`config.mk`:
```
export PLATFORM = sky130hd
export DESIGN_NAME = scalar_wb_arbiter
export DESIGN_NICKNAME = d
export VERILOG_FILES = /design/src/rtl/gpu_wb_pkg.sv /design/src/rtl/wb_src_fifo.sv /design/src/rtl/scalar_wb_arbiter.sv
export SDC_FILE = /design/constraint.sdc
export NUM_CORES = 1
export LEC_CHECK = 0
export ABC_AREA = 1
export CORE_ASPECT_RATIO = 0.9
export CORE_MARGIN = 1.5
export CORE_UTILIZATION = 55
export CTS_CLUSTER_DIAMETER = 200
export DETAILED_ROUTE_END_ITERATION = 7
export HOLD_SLACK_MARGIN = 0.08
export PLACE_DENSITY = 0.8
export SYNTH_ARGS = -nofsm -noshare
export SYNTH_HDL_FRONTEND = slang
export SYNTH_HIERARCHICAL = 1
export SYNTH_SLANG_ARGS = --single-unit
export TNS_END_PERCENT = 10
```
`constraint.sdc`:
```
create_clock -name clk -period 5.7 [get_ports clk]
set_input_delay 0.855 -clock clk [delete_from_list [all_inputs] [get_ports clk]]
set_output_delay 0.855 -clock clk [all_outputs]
set_load 0.02 [all_outputs]
```
`src/rtl/gpu_wb_pkg.sv`:
```
// Shared types and constants for the scalar writeback path.
package gpu_wb_pkg;
    localparam int unsigned NUM_WB_SRC = 3;
    localparam int unsigned REG_AW     = 5;
    localparam int unsigned WB_XLEN    = 32;

    typedef enum logic [1:0] {
        WB_ALU = 2'd0,
        WB_MDU = 2'd1,
        WB_LSU = 2'd2
    } wb_src_e;

    typedef struct packed {
        logic [REG_AW-1:0]  rd;
        logic [WB_XLEN-1:0] data;
    } wb_req_t;
endpackage

```
`src/rtl/wb_src_fifo.sv`:
```
// Per-source synchronous FIFO of writeback requests; push is ignored while full.
module wb_src_fifo
    import gpu_wb_pkg::*;
#(
    parameter int unsigned DEPTH = 2
) (
    input  logic    clk,
    input  logic    rst_n,
    input  logic    push,
    input  wb_req_t din,
    input  logic    pop,
    output logic    full,
    output logic    empty,
    output wb_req_t head
);
    localparam int unsigned AW = $clog2(DEPTH);
    localparam int unsigned CW = AW + 1;

    wb_req_t       mem [DEPTH];
    logic [AW-1:0] wr_ptr;
    logic [AW-1:0] rd_ptr;
    logic [CW-1:0] count;
    logic          do_push;
    logic          do_pop;

    // Full/empty come from registered count, so a pop never frees a slot in the same cycle.
    assign full    = (count == CW'(DEPTH));
    assign empty   = (count == '0);
    assign do_push = push && !full;
    assign do_pop  = pop && !empty;
    assign head    = mem[rd_ptr];

    always_ff @(posedge clk) begin
        if (!rst_n) begin
            wr_ptr <= '0;
            rd_ptr <= '0;
            count  <= '0;
        end else begin
            if (do_push) wr_ptr <= wr_ptr + AW'(1);
            if (do_pop)  rd_ptr <= rd_ptr + AW'(1);
            if (do_push && !do_pop)      count <= count + CW'(1);
            else if (do_pop && !do_push) count <= count - CW'(1);
        end
    end

    always_ff @(posedge clk) begin
        if (do_push) mem[wr_ptr] <= din;
    end
endmodule

```
`src/rtl/scalar_wb_arbiter.sv`:
```
// Round-robin writeback arbiter feeding the scalar regfile write port, with pending-write scoreboard.
// Optional WB_ARB_BYPASS_EN adds combinational byp_* outputs carrying the current arbitration winner.
module scalar_wb_arbiter
    import gpu_wb_pkg::*;
#(
    parameter int unsigned NUM_SRC    = NUM_WB_SRC,
    parameter int unsigned FIFO_DEPTH = 2,
    parameter int unsigned XLEN       = WB_XLEN,
    parameter int unsigned NREG       = 32
) (
    input  logic                             clk,
    input  logic                             rst_n,
    input  logic [NUM_SRC-1:0]               src_valid,
    output logic [NUM_SRC-1:0]               src_ready,
    input  logic [NUM_SRC-1:0][REG_AW-1:0]   src_rd,
    input  logic [NUM_SRC-1:0][XLEN-1:0]     src_data,
    input  logic                             iss_valid,
    input  logic [REG_AW-1:0]                iss_rd,
    output logic [NREG-1:0]                  busy_mask,
    output logic                             rf_we,
    output logic [REG_AW-1:0]                rf_waddr,
    output logic [XLEN-1:0]                  rf_wdata
`ifdef WB_ARB_BYPASS_EN
    ,
    output logic                             byp_valid,
    output logic [REG_AW-1:0]                byp_rd,
    output logic [XLEN-1:0]                  byp_data
`endif
);
    localparam int unsigned PW = (NUM_SRC > 1) ? $clog2(NUM_SRC) : 1;

    logic [NUM_SRC-1:0] full;
    logic [NUM_SRC-1:0] empty;
    logic [NUM_SRC-1:0] pop;
    wb_req_t            head [NUM_SRC];

    logic [PW-1:0]      rr_ptr;
    logic [PW-1:0]      win_idx;
    logic               win_valid;
    wb_req_t            win_req;
    logic [NREG-1:0]    busy_next;
    int                 idx;

    for (genvar gi = 0; gi < NUM_SRC; gi++) begin : g_fifo
        wb_req_t din;
        assign din.rd   = src_rd[gi];
        assign din.data = src_data[gi];

        wb_src_fifo #(.DEPTH(FIFO_DEPTH)) u_fifo (
            .clk   (clk),
            .rst_n (rst_n),
            .push  (src_valid[gi]),
            .din   (din),
            .pop   (pop[gi]),
            .full  (full[gi]),
            .empty (empty[gi]),
            .head  (head[gi])
        );
    end

    assign src_ready = ~full;

    // Grant the first non-empty FIFO at or after rr_ptr.
    always_comb begin
        win_valid = 1'b0;
        win_idx   = '0;
        idx       = 0;
        for (int k = 0; k < int'(NUM_SRC); k++) begin
            idx = int'(rr_ptr) + k;
            if (idx >= int'(NUM_SRC)) idx = idx - int'(NUM_SRC);
            if (!win_valid && !empty[PW'(idx)]) begin
                win_valid = 1'b1;
                win_idx   = PW'(idx);
            end
        end
    end

    assign win_req = head[win_idx];

    always_comb begin
        pop          = '0;
        pop[win_idx] = win_valid;
    end

    // Retiring write clears its bit; a same-cycle reservation of the same register wins.
    always_comb begin
        busy_next = busy_mask;
        if (rf_we) busy_next[rf_waddr] = 1'b0;
        if (iss_valid && (iss_rd != '0)) busy_next[iss_rd] = 1'b1;
        busy_next[0] = 1'b0;
    end

    always_ff @(posedge clk) begin
        if (!rst_n) begin
            rr_ptr    <= '0;
            rf_we     <= 1'b0;
            rf_waddr  <= '0;
            rf_wdata  <= '0;
            busy_mask <= '0;
        end else begin
            rf_we     <= win_valid && (win_req.rd != '0);
            busy_mask <= busy_next;
            if (win_valid) begin
                rf_waddr <= win_req.rd;
                rf_wdata <= win_req.data;
                rr_ptr   <= (win_idx == PW'(NUM_SRC - 1)) ? '0 : win_idx + PW'(1);
            end
        end
    end

`ifdef WB_ARB_BYPASS_EN
    assign byp_valid = win_valid && (win_req.rd != '0);
    assign byp_rd    = win_req.rd;
    assign byp_data  = win_req.data;
`endif
endmodule
```
==> impl_metrics.json <==
{
  "crit_path_end_kind": "flip-flop",
  "fillers": 1577,
  "drive_gt1_frac": 0.208,
  "clock-sinks": 308,
  "overflow": 0,
  "wl_per_cell_um": 19.7,
  "seq_area_mm2": 0.00839,
  "grt_pass1_wl_um": 45900,
  "drv_slew": 0,
  "die_y_um": 150,
  "area_growth_syn_to_layout_pct": 22.7,
  "grtUsageMet2": 0.398,
  "synth_nets": 1104,
  "grtUsageMet3": 0.0444,
  "drtAntennaViolNets": 0,
  "antenna_found_initial": 3,
  "crit_start": "rr_ptr[0]$_SDFFE_PN0P_",
  "portBuffers": 193,
  "crit_fanout": 39,
  "yosysTopAreaCell": "edfxtp_1",
  "fin_crit_sh": 0.556,
  "yosysWarnings": 6,
  "cpMostUsedCell": "inv_1",
  "cts_resized": 0,
  "htreeDepth": 1,
  "synthesis.area_mm2": 0.0133,
  "first_pass_iters": 8,
  "synth_seq_cells": 308,
  "drc": 28,
  "rr_endpoint": "g_fifo[1].u_fifo/count[1]$_SDFFE_PN0P_",
  "outcome": "complete, but fails checks",
  "slowest_delay_ps": 900,
  "path_class": "reg2reg",
  "clock.fmax_mhz": 315,
  "cp.arrival_ps": 3660,
  "leakage_nw": 5.81,
  "violations": "DRC",
  "clock_latency_ps": 560,
  "grt.total_usage": 0.237,
  "num_rows": 53,
  "netlist_top_cells_area": "edfxtp_1 50%, dfxtp_1 13%, mux2_4 10%, nand2_1 4.1%, a41oi_2 3.6%",
  "skew_ps": 14.2,
  "grt_use_met1": 0.317,
  "crit_end": "g_fifo[1].u_fifo/count[1]$_SDFFE_PN0P_",
  "viasPerCell": 5.56,
  "fin_area_mm2": 0.0163,
  "clock_path_buffers": 3,
  "finalWeightedCongestion": 0.907,
  "multi_input_area_mm2": 0.00422,
  "crit_chain": "inv_1, ha_1, inv_2, nand2_1, nor2_1, a21oi_2, nand3_1, nand2_1, nor2_4, nor2_1, inv_1, nor2_1, inv_1, ha_1, inv_1, nand3_1, nand2_1, inv_1, nor2_1",
  "r2r_slack_ps": 2530,
  "setup_viol_count_final": 0,
  "reg2reg_depth": 19,
  "synthCells": 975,
  "rr_startpoint": "rr_ptr[0]$_SDFFE_PN0P_",
  "finalSetupTns_ps": 0,
  "netlist.area_leader.share": 0.503,
  "root_buffer": "clkbuf_16",
  "clk_pin_slew_ps": 60,
  "start_util": 0.563,
  "synth_cell_types": 36,
  "cap_violations": 0,
  "fp.dieW_um": 167,
  "first_global_vias": 8398,
  "hold_buffers": 0,
  "crit_required_ps": 6190,
  "cts_setup_buffers": 0,
  "ys_seq_area_frac": 0.632,
  "worst-path-buf-inv": 6,
  "cp_slowest_cell": "nor2_4",
  "drtIter0Drc": 727,
  "min_period_ps": 3170,
  "layout_commonest_cell": "edfxtp_1",
  "cts-buffers-inserted": 31,
  "grt_most_used_layer": "met2",
  "cts_tree": "yes",
  "synth_area_per_cell_um2": 13.6,
  "routed_wl_um": 29500,
  "tightestPinTransition_ps": 1190,
  "place_area_mm2": 0.0153,
  "grt_max_degree": 50,
  "p_per_area_mw_per_mm2": 527,
  "hold_viol": 0,
  "start_kind": "flip-flop",
  "peakVddDrop_uv": 325,
  "dp_hpwl_um": 19500,
  "fp.dieArea_mm2": 0.0251,
  "critPathTopFamily": "simple AND/OR/NAND/NOR gates",
  "num-nets-final": 1300,
  "cp.depth": 19,
  "rsz0062_at_grt": "no",
  "hold_path_class": "reg2reg",
  "num_vias": 8344,
  "fp.coreArea_mm2": 0.0235,
  "layout_common_cells": "222 x edfxtp_1, 192 x clkdlybuf4s50_1, 144 x nand2_1",
  "slew_headroom": 0.199,
  "io_pins": 195
}
registers in the layout (all words and copies together), names as in the netlist, named ones only:
| signal | flops |
|---|---|
| busy_mask | 31 |
| g_fifo.u_fifo/count | 6 |
| g_fifo.u_fifo/mem | 222 |
| g_fifo.u_fifo/rd_ptr | 3 |
| g_fifo.u_fifo/wr_ptr | 3 |
| rf_waddr | 5 |
| rf_wdata | 32 |
| rf_we | 1 |
| rr_ptr | 2 |
synth_stat cells (all sizes together):
cell type / n
inv: 66
dfxtp: 86
nand3: 65
a21oi: 39
o21ai: 75
o211ai: 3
clkinv: 3
nor3: 12
a31oi: 2
buf: 31
clkbuf: 10
mux2: 111
a41oi: 31
ha: 7
conb: 1
nand2: 152
nor2: 55
edfxtp: 222
nand4: 4
metal layers:
metal  wire, µm  up-vias
met5          0        -
li1           -     3910
met3       2040       48
met4        741        0
met1      12800     4067
met2      13900      319
stage by stage:
stage	setup slack (ps)	util	total power, W	hold slack (ps)	cells
6_report	2530	0.692	0.00858	471	1502
5_1_grt	2180	0.691	0.00905	492	1499
4_1_cts	2550	0.691	0.00863	472	1498
3_5_place_dp	2530	0.648	0.00665	466	1440
3_3_place_gp	2600	0.648	0.00654	458	1440
2_1_floorplan	2790	-	0.00593	467	975
report_power, final:
part	leakage (nW)	total [W]	switching (W)	internal (W)
Clock	0.494	0.00197	0.000810	0.00116
Combinational	2.54	0.00356	0.00221	0.00135
Sequential	2.78	0.00306	0.000230	0.00283
final cells by class:
type | instances | share of cell area
Antenna cell | 4 | 0.000615
Clock buffer | 50 | 0.0570
Clock inverter | 8 | 0.00477
Inverter | 69 | 0.0161
Multi-Input combinational cell | 557 | 0.259
Sequential cell | 308 | 0.515
Tap cell | 302 | 0.0232
Timing Repair Buffer | 204 | 0.123
worst min-delay path by stage:
| stage | slack, ps | depth (start not counted) | to | from |
|---|---|---|---|---|
| floorplan | 470 | 2 | flip-flop | g_fifo[0].u_fifo/rd_ptr$_SDFFE_PN0P_ |
| global placement | 460 | 2 | busy_mask[6]$_SDFF_PN0_ | busy_mask[6]$_SDFF_PN0_ |
| CTS | 470 | 2 | busy_mask[25]$_SDFF_PN0_ | busy_mask[25]$_SDFF_PN0_ |
| finish | 470 | 2 | busy_mask[25]$_SDFF_PN0_ | busy_mask[25]$_SDFF_PN0_ |
| detailed placement | 470 | 2 | busy_mask[25]$_SDFF_PN0_ | busy_mask[25]$_SDFF_PN0_ |
| global route | 490 | 2 | busy_mask[19]$_SDFF_PN0_ | busy_mask[19]$_SDFF_PN0_ |
worst reg2reg max path, stage by stage, from the launching register on:
cell and delay [ps]:
dfxtp_1 380, inv_1 80, ha_1 370, inv_2 130, nand2_1 60, nor2_1 120, a21oi_2 60, nand3_1 60
nand2_1 80, nor2_4 900, nor2_1 90, inv_1 80, nor2_1 60, inv_1 70, ha_1 240, inv_1 80
nand3_1 70, nand2_1 60, inv_1 30, nor2_1 80
logic make-up (layout without fill, tap and decap cells):
| logic type | count (synthesis) | after routing | share of synthesized area |
|---|---|---|---|
| other | 1 | 5 | 0.000283 |
| multiplexers | 111 | 111 | 0.120 |
| flip-flops | 308 | 308 | 0.632 |
| AND/OR/NAND/NOR | 288 | 288 | 0.104 |
| adder cells (fa/ha/maj) | 7 | 7 | 0.00660 |
| AO/OA/AOI/OAI | 150 | 150 | 0.0842 |
| buffers and inverters | 110 | 331 | 0.0529 |
Power figures use the tool's default switching activity.
